==> src/rtl/multi_mode_counter_pkg.sv <==
// Shared encodings for multi_mode_counter.
//   mode_e : counting mode selected by the `mode` input
//   who_e  : which score counter filled and ended the last game
package multi_mode_counter_pkg;

   typedef enum logic [1:0] {
      UP1 = 2'b00,
      UP2 = 2'b01,
      DN1 = 2'b10,
      DN2 = 2'b11
   } mode_e;

   typedef enum logic [1:0] {
      WHO_NONE = 2'b00,
      WHO_LOSE = 2'b01,
      WHO_WIN  = 2'b10
   } who_e;

endpackage

==> src/rtl/multi_mode_counter_score.sv <==
// score_counter: C-bit event counter.
//   clk   : clock
//   rst_n : asynchronous active-low reset
//   inc   : count one event this edge
//   clr   : synchronous clear, wins over inc
//   full  : combinational, high on the edge where the counter steps to all-ones
module score_counter #(
   parameter int C = 4
) (
   input  logic clk,
   input  logic rst_n,
   input  logic inc,
   input  logic clr,
   output logic full
);

   // value one below all-ones; an increment from here fills the counter
   localparam logic [C-1:0] PRE_FULL = ~C'(1);

   logic [C-1:0] cnt_q, cnt_d;

   always_comb begin
      cnt_d = cnt_q;
      if (clr)      cnt_d = '0;
      else if (inc) cnt_d = cnt_q + C'(1);
   end

   assign full = inc & ~clr & (cnt_q == PRE_FULL);

   always_ff @(posedge clk or negedge rst_n) begin
      if (!rst_n) cnt_q <= '0;
      else        cnt_q <= cnt_d;
   end

endmodule

==> src/rtl/multi_mode_counter.sv <==
// multi_mode_counter: up/down game counter with win/loss tallies.
//   mode     : 00 +1, 01 +2, 10 -1, 11 -2 (modulo 2^W)
//   init     : synchronous load of init_val into count
//   who      : finisher of the last game (00 none, 10 winner, 01 loser)
//   winner   : count is all-ones (masked during gameover)
//   loser    : count is zero (masked during gameover)
//   count    : main counter
//   gameover : one-cycle pulse after a score counter fills; next edge restarts
module multi_mode_counter
   import multi_mode_counter_pkg::*;
#(
   parameter int MULTI_MODE_COUNTER_WIDTH = 5,
   parameter int COUNTERS_WIDTH           = 4
) (
   input  logic [1:0]                          mode,
   input  logic                                init,
   input  logic [MULTI_MODE_COUNTER_WIDTH-1:0] init_val,
   input  logic                                clk,
   input  logic                                rst,
   output logic [1:0]                          who,
   output logic                                winner,
   output logic                                loser,
   output logic [MULTI_MODE_COUNTER_WIDTH-1:0] count,
   output logic                                gameover
);

   localparam int W = MULTI_MODE_COUNTER_WIDTH;

   logic [W-1:0] count_q, count_d;
   logic         gameover_q, gameover_d;
   logic [1:0]   who_q, who_d;
   logic         win_full, lose_full;

   // decodes of the registered count; suppressed during the gameover cycle
   // so no score event is taken while the restart is pending
   assign winner = (count_q == {W{1'b1}}) & ~gameover_q;
   assign loser  = (count_q == '0)        & ~gameover_q;

   score_counter #(.C(COUNTERS_WIDTH)) u_win (
      .clk   (clk),
      .rst_n (rst),
      .inc   (winner),
      .clr   (gameover_q),
      .full  (win_full)
   );

   score_counter #(.C(COUNTERS_WIDTH)) u_lose (
      .clk   (clk),
      .rst_n (rst),
      .inc   (loser),
      .clr   (gameover_q),
      .full  (lose_full)
   );

   always_comb begin
      count_d    = count_q;
      gameover_d = 1'b0;
      who_d      = who_q;

      if (gameover_q) begin
         count_d = '0;
      end else if (init) begin
         count_d = init_val;
      end else begin
         case (mode_e'(mode))
            UP1:     count_d = count_q + W'(1);
            UP2:     count_d = count_q + W'(2);
            DN1:     count_d = count_q - W'(1);
            DN2:     count_d = count_q - W'(2);
            default: count_d = count_q;
         endcase
      end

      // winner and loser are exclusive, so at most one full fires per edge
      if (win_full) begin
         gameover_d = 1'b1;
         who_d      = WHO_WIN;
      end else if (lose_full) begin
         gameover_d = 1'b1;
         who_d      = WHO_LOSE;
      end
   end

   always_ff @(posedge clk or negedge rst) begin
      if (!rst) begin
         count_q    <= '0;
         gameover_q <= 1'b0;
         who_q      <= WHO_NONE;
      end else begin
         count_q    <= count_d;
         gameover_q <= gameover_d;
         who_q      <= who_d;
      end
   end

   assign count    = count_q;
   assign gameover = gameover_q;
   assign who      = who_q;

endmodule

==> config.mk <==
export PLATFORM = sky130hd
export DESIGN_NAME = multi_mode_counter
export DESIGN_NICKNAME = d
export VERILOG_FILES = /design/src/rtl/multi_mode_counter_pkg.sv /design/src/rtl/multi_mode_counter_score.sv /design/src/rtl/multi_mode_counter.sv
export SDC_FILE = /design/constraint.sdc
export NUM_CORES = 1
export LEC_CHECK = 0
export ABC_AREA = 1
export ABC_CLOCK_PERIOD_IN_PS = 3300
export CORE_MARGIN = 2
export CORE_UTILIZATION = 55
export CTS_BUF_LIST = sky130_fd_sc_hd__clkbuf_8
export DETAILED_ROUTE_END_ITERATION = 10
export PLACE_DENSITY = 0.91
export SLEW_MARGIN = 0
export SYNTH_ARGS = -nofsm -noshare
export SYNTH_HDL_FRONTEND = slang
export SYNTH_SLANG_ARGS = --single-unit
==> constraint.sdc <==
create_clock -name clk -period 3.3 [get_ports clk]
set_clock_uncertainty 0.1 [all_clocks]
set_input_delay 0.99 -clock clk [delete_from_list [all_inputs] [get_ports clk]]
set_output_delay 0.99 -clock clk [all_outputs]
set_load 0.02 [all_outputs]
==> key figures, run 1 <==
Logic synthesis
  • Largest family of logic cells by synthesized area: simple AND/OR/NAND/NOR gates
  • Mean Syn Cell Area: 7.89 um2
  • Multiplexer area fraction after synthesis: 0%
  • Synth Instances: 143
  • Syn_nets: 159
  • Synth cell count leaders: nand2_1 (26), inv_1 (19), dfrtp_1 (16)
  • Syn Std Cell Area: 1130 um2
  • Seq/Total Area, Yosys: 35.5%
  • Xor/xnor share of the synthesized area: 3.88%
  • Leading post-synthesis cells by cell area: dfrtp_1 (35%), nand2_1 (8.6%), ha_1 (6.7%)
  • Count of state elements after synthesis: 16
  • Ys async rst share: 100%
  • Share of the synthesized area in the top cell type: 35.5%
  • Compound-gate portion of the synthesized area: 12.4%
  • Top-count cell post-synth: nand2_1
  • Simple-gate share of the synthesized area: 30.9%
  • Ys Warns: 0
  • Post-Synth Adder-Cell Area: 6.65%
  • Primary FF master, synth: dfrtp_1
  • Yosys cell types: 30
  • Post-synth EDFFs: 0
  • Post-synth top area cell: dfrtp_1

Pwr
  • Net Switching: 268 uW
  • Gate power share: 35.2%
  • Worst VDD drop: 0.387 mV
  • Pwr per Cell Area: 524 nW/um2
  • Leak pwr: 0.683 nW
  • Sequential cell fraction of total power: 41.0%
  • Internal power: 455 uW
  • Sw Share: 37.1%
  • Clock share of power: 23.7%

Global route
  • Initial antenna violation count: 0
  • Global route total overflow: 0
  • Number of global-route vias before repair: 990
  • GR Util All Layers: 23.4%
  • First-pass GRT wire length: 4420 um
  • Largest net degree at the start of global routing: 17

Layout
  • Final Util: 71.1%
  • Layout Nets: 180
  • Antenna Cells: 0
  • Area growth syn-to-layout: 22.4%
  • Share of post-route cells with drive strength above 1: 14.7%

Worst hold path
  • Worst Hold Depth: 1
  • HP Class: register to register

Routing
  • Routed via count: 1042
  • DR iter-0 viols: 36
  • Final wirelength: 2570 um
  • DR pass1 iterations: 4
  • Final ANT Viol Nets: 0
  • Drc violations: 0
  • Vias per inst: 5.48
  • Avg WL per Cell: 13.5 um

Critical path
  • Reg2reg end: count[2]
  • CP Capture Point: loser
  • Worst endpoint required time: 2.21 ns
  • Startpoint Class: register
  • R2r worst-path depth: 11
  • Crit path DAT: 1.94 ns
  • Nature of the critical path endpoint: output pin
  • Crit path from: count[1]
  • Reg2reg start: count[1]
  • R2r setup slk: 1.53 ns
  • CP Max Fanout: 7
  • Critical path class: register to output pin

Floorplanning
  • Die X: 49.3 um
  • Ports: 20
  • Core area: 1940 um2
  • Die area: 2430 um2
  • DIE HEIGHT: 49.3 um
  • Initial Util: 58.1%
  • Std-Cell Rows: 16

STA
  • Setup tns final: 0 ns
  • Final Max Tran Viols: 0
  • Maximum clock frequency: 330 MHz
  • Worst-Margin Slew: 0.698 ns
  • RSZ-0062 raised after global routing: false
  • Final Hold Vio Count: 0
  • Final WS setup: 0.267 ns
  • Setup violators final: 0
  • Fin crit share: 91.9%
  • Min Clock Period, post-route: 3.03 ns
  • Worst rel slew slack: 53.3%

Clock tree
  • Clock transition at the registers of the reported paths: 0.06 ns
  • H-tree lvl count: 1
  • Clk buf depth: 2
  • CTS tree: yes
  • Post-CTS sizing: 0
  • Total clock buffers created by CTS: 3
  • Sink Count: 16
  • Hold_buf cts: 0
  • Post-CTS setup repair buffer count: 0
  • Clk_lat worst skew: 0.25 ns
  • Root buffer cell: clkbuf_8

Flow run
  • Maxcap violations: 0

Outcome
  • Outcome: finished, final reports clean

Placement
  • DP Wirelength: 1990 um
  • PortBufs: 19
  • Routability Congestion: 0.977
  • Dpl ws: 0.211 ns
area by class of cell:
cell class              count  area, um2
multi-input cells         101        608
clock buffers               4       55.1
well taps                  27       33.8
repair buffers             19        190
flip-flops and latches     16        400
inverters                  23       93.8
fillers                   151        561
power by group through the flow:
stage                     Sequential (mW)  Combinational [mW]  Clock, mW
after floorplan                     0.294               0.168          0
after global placement              0.292               0.233          0
after detailed placement            0.298               0.252          0
after CTS                           0.296               0.256      0.172
after global routing                0.301               0.286      0.180
final                               0.297               0.255      0.172
layer usage:
| layer | vias to the layer above | track usage (%) | part of all wire (%) |
|---|---|---|---|
| met3 | 4 | 3.07 | 5.6 |
| met4 | 0 | 6.67 | 0.93 |
| met5 | - | 0 | 0 |
| met2 | 39 | 41.2 | 51 |
| li1 | 506 | - | - |
| met1 | 493 | 29.6 | 43 |
worst min path at each step:
stage	start	end	slack, ns
floorplan	u_win.cnt_q[3]	u_win.cnt_q[3]	0.34
global placement	who[1]	who[1]	0.36
detailed placement	u_win.cnt_q[3]	u_win.cnt_q[3]	0.36
CTS	u_win.cnt_q[3]	u_win.cnt_q[3]	0.37
global route	u_win.cnt_q[3]	u_win.cnt_q[3]	0.40
finish	u_win.cnt_q[3]	u_win.cnt_q[3]	0.37
cell families after synthesis:
group / count (synthesis)
AND/OR/NAND/NOR: 64
XOR/XNOR: 5
flip-flops: 16
adder cells (fa/ha/maj): 6
AO/OA/AOI/OAI: 26
buffers and inverters: 26
stage by stage:
stage | area (um2) | instances | power (mW) | hold WS [ns]
4_1_cts | 1380 | 190 | 0.724 | 0.369
6_report | 1380 | 190 | 0.723 | 0.368
2_1_floorplan | 1130 | 143 | 0.462 | 0.340
3_3_place_gp | 1330 | 186 | 0.525 | 0.356
3_5_place_dp | 1330 | 186 | 0.550 | 0.360
5_1_grt | 1380 | 190 | 0.766 | 0.396
worst max-delay path: stages, from the launching register on:
cell             delay (ns)
dfrtp_1                0.46
nor2_1                 0.22
nand3_2                0.19
nor2_2                 0.19
clkdlybuf4s50_1        0.63
registers in the layout (all words and copies together) (netlist names):
register and flops:
who 2, u_lose.cnt_q 4, u_win.cnt_q 4, gameover 1, count 5
cell usage in the layout (no fill, tap or decap), types with 3 or more instances in the layout:
cell type,Yosys,final
nand3_1,15,15
xor2_1,4,4
clkdlybuf4s50_1,0,19
a21oi_1,10,10
clkbuf_8,0,4
dfrtp_1,16,16
nor2_1,5,5
nand2_1,26,26
ha_1,6,6
o21ai_0,11,11
nand2_2,7,7
nand3_2,3,3
inv_1,19,19
Note: power is estimated with default switching activity, not from simulation.
==> run 2, diff against run 1 <==
--- a/config.mk
+++ b/config.mk
@@ -6,11 +6,11 @@
 export NUM_CORES = 1
 export LEC_CHECK = 0
 export ABC_AREA = 1
-export ABC_CLOCK_PERIOD_IN_PS = 3300
 export CORE_MARGIN = 2
 export CORE_UTILIZATION = 55
 export CTS_BUF_LIST = sky130_fd_sc_hd__clkbuf_8
 export DETAILED_ROUTE_END_ITERATION = 10
+export HOLD_SLACK_MARGIN = 0.08
 export PLACE_DENSITY = 0.91
 export SLEW_MARGIN = 0
 export SYNTH_ARGS = -nofsm -noshare
==> results of run 2 <==
Same layout as run 1: the final DEF is identical, and so are final timing and power.
==> run 3, diff against run 2 <==
--- a/config.mk
+++ b/config.mk
@@ -10,8 +10,10 @@
 export CORE_UTILIZATION = 55
 export CTS_BUF_LIST = sky130_fd_sc_hd__clkbuf_8
 export DETAILED_ROUTE_END_ITERATION = 10
+export DONT_BUFFER_PORTS = 1
+export GPL_TIMING_DRIVEN = 0
 export HOLD_SLACK_MARGIN = 0.08
-export PLACE_DENSITY = 0.91
+export PLACE_DENSITY = 0.78
 export SLEW_MARGIN = 0
 export SYNTH_ARGS = -nofsm -noshare
 export SYNTH_HDL_FRONTEND = slang
==> run 3 against run 2 <==
Compared with the run above: register-to-register slack barely moved; sequential cell count stayed put; clock power about the same; setup slack improved by 0.32 ns; critical path type unchanged; highest routed layer unchanged.
==> key figures, run 3 (synthesis gave the netlist of run 1 again) <==
Outcome
  • Outcome: finished, final reports clean

Placement
  • Routability Congestion: 0.815 (-17%)
  • PortBufs: 0 (-19)
  • DP Cell Count: 170 (-8.6%)
  • DP Wirelength: 1610 um (-19%)

Pwr
  • Gate power share: 29.0% (-6.2 points)
  • Sequential cell fraction of total power: 45.2% (+4.2 points)
  • Leak pwr: 0.624 nW (-8.6%)
  • Internal power: 430 uW (-5.6%)
  • Pwr per Cell Area: 554 nW/um2 (+5.7%)
  • Clock share of power: 25.7% (+2.0 points)
  • Worst VDD drop: 0.395 mV (+2.1%)
  • Net Switching: 244 uW (-8.9%)
  • Power consumption: 674 uW (-6.8%)
  • Sw Share: 36.2% (-0.84 points)

STA
  • RSZ-0062 raised after global routing: false
  • Worst-Margin Slew: 0.397 ns (-0.301 ns)
  • Setup tns final: 0 ns (unchanged)
  • Final Hold Slack: 0.328 ns (-0.0392 ns)
  • Setup violators final: 0 (unchanged)
  • Final Hold Vio Count: 0 (unchanged)
  • Final Max Tran Viols: 0 (unchanged)
  • Worst rel slew slack: 73.5% (+20 points)
  • Maximum clock frequency: 368 MHz (+12%)
  • Fin crit share: 82.3% (-9.6 points)
  • Min Clock Period, post-route: 2.72 ns (-0.318 ns)

Floorplanning
  • Std-Cell Rows: 16 (unchanged)
  • Die area: 2430 um2 (unchanged)
  • Core area: 1940 um2 (unchanged)
  • DIE HEIGHT: 49.3 um (unchanged)
  • Initial Util: 58.1% (unchanged)
  • Ports: 20 (unchanged)
  • Die X: 49.3 um (unchanged)

Critical path
  • Nature of the critical path endpoint: output pin
  • CP max stage delay: 0.57 ns (-0.06 ns)
  • Startpoint Class: register
  • Crit path DAT: 1.63 ns (-0.31 ns)
  • Slowest CP cell: dfrtp_1
  • Critical path class: register to output pin
  • Worst endpoint required time: 2.21 ns (about the same)
  • R2r worst-path depth: 11 (unchanged)
  • Critical path cell sequence: nand3_1 -> nor3_2 -> nand2_1 -> inv_1
  • Reg2reg end: count[2]
  • Critical path buffer and inverter count: 1 (unchanged)
  • Reg2reg start: count[1]
  • CP Max Fanout: 7 (unchanged)
  • CP top delay family: simple AND/OR/NAND/NOR gates
  • R2r setup slk: 1.54 ns (about the same)

Routing
  • Routed via count: 929 (-11%)
  • Drc violations: 0 (unchanged)
  • DR iter-0 viols: 13 (-64%)
  • DR pass1 iterations: 4 (unchanged)
  • Avg WL per Cell: 11.9 um (-12%)
  • Final ANT Viol Nets: 0 (unchanged)
  • Vias per inst: 5.34 (-2.6%)
  • Final wirelength: 2070 um (-20%)

Layout
  • Max FFs per register: 5 (unchanged)
  • Layout Nets: 164 (-8.9%)
  • Area growth syn-to-layout: 7.87%
  • Final Util: 62.7% (-8.4 points)
  • Most frequent cells in the layout: nand2_1 (26), inv_1 (19), dfrtp_1 (16)
  • Post-Layout Cell Count: 174 (-8.4%)
  • Antenna Cells: 0 (unchanged)
  • Commonest non-fill, non-tap cell in the layout: nand2_1
  • Share of post-route cells with drive strength above 1: 17.7% (+3.0 points)

Clock tree
  • Total clock buffers created by CTS: 3 (unchanged)
  • H-tree lvl count: 1 (unchanged)
  • Clock transition at the registers of the reported paths: 0.06 ns (about the same)
  • Hold_buf cts: 0 (unchanged)
  • Post-CTS setup repair buffer count: 0 (unchanged)
  • CTS tree: yes
  • Clk_lat worst skew: 0.25 ns (about the same)
  • Clk buf depth: 2 (unchanged)
  • Root buffer cell: clkbuf_8
  • Post-CTS sizing: 0 (unchanged)
  • Sink Count: 16 (unchanged)

Global route
  • GR Util All Layers: 20.3% (-3.1 points)
  • Initial antenna violation count: 0 (unchanged)
  • Met3 usage: 4.29% (+1.2 points)
  • Largest net degree at the start of global routing: 17 (unchanged)
  • Global route total overflow: 0 (unchanged)
  • Grt met1 use: 27.3% (-2.4 points)
  • First-pass GRT wire length: 3850 um (-13%)
  • Gr busiest metal: met2
  • Number of global-route vias before repair: 892 (-9.9%)
  • Met2 Usage GRT: 33.3% (-7.9 points)

Flow run
  • Maxcap violations: 0 (unchanged)

Worst hold path
  • HP Class: input pin to asynchronous set/reset pin
-- run 3: cell types whose count changed in the layout (fill, tap and decap cells not counted) --
cell,change
buf_6,+2
clkbuf_1,+1
clkdlybuf4s50_1,-19
-- run 3: per-stage QoR --
stage,setup WS (ns),area [um2]
final,0.584,1220
after global routing,0.459,1220
after CTS,0.587,1220
after detailed placement,0.866,1160
after global placement,0.905,1160
after floorplan,1.08,1130
-- run 3: metal layers --
layer	share of wire (%)	vias to the layer above	wire length, um
met4	0.87	0	18
met1	46	435	958
met3	4.7	4	98
li1	-	475	-
met2	48	15	991
met5	0	-	0
-- run 3: final cells by class --
class                   count  area, um2
well taps                  27       33.8
multi-input cells         101        608
fillers                   171        724
plain buffers               3       26.3
flip-flops and latches     16        400
inverters                  23       93.8
clock buffers               4       55.1
-- run 3: power groups by stage --
stage	clock, mW	combinational [mW]	sequential, mW
2_1_floorplan	0	0.168	0.294
3_3_place_gp	0	0.187	0.304
3_5_place_dp	0	0.194	0.307
4_1_cts	0.178	0.197	0.304
5_1_grt	0.183	0.232	0.313
6_report	0.173	0.196	0.305
-- run 3: worst reg2reg max path: stages, from the launching register on --
cell and delay [ns]:
dfrtp_1 0.52, inv_1 0.18, nand2_1 0.07, nand2_1 0.06, inv_1 0.04, ha_1 0.16, inv_1 0.06, nand2_2 0.07
xnor2_1 0.17, nand2_1 0.07, o21ai_0 0.07, a21oi_1 0.08
-- run 3: worst max-delay path by stage --
stage | from | to | slack [ns] | depth (start not counted)
4_1_cts | count[1] | winner | 0.59 | 4
6_report | count[1] | winner | 0.58 | 4
2_1_floorplan | count[1] | winner | 1.08 | 4
5_1_grt | count[1] | winner | 0.46 | 4
3_5_place_dp | count[1] | winner | 0.87 | 4
3_3_place_gp | count[1] | winner | 0.91 | 4
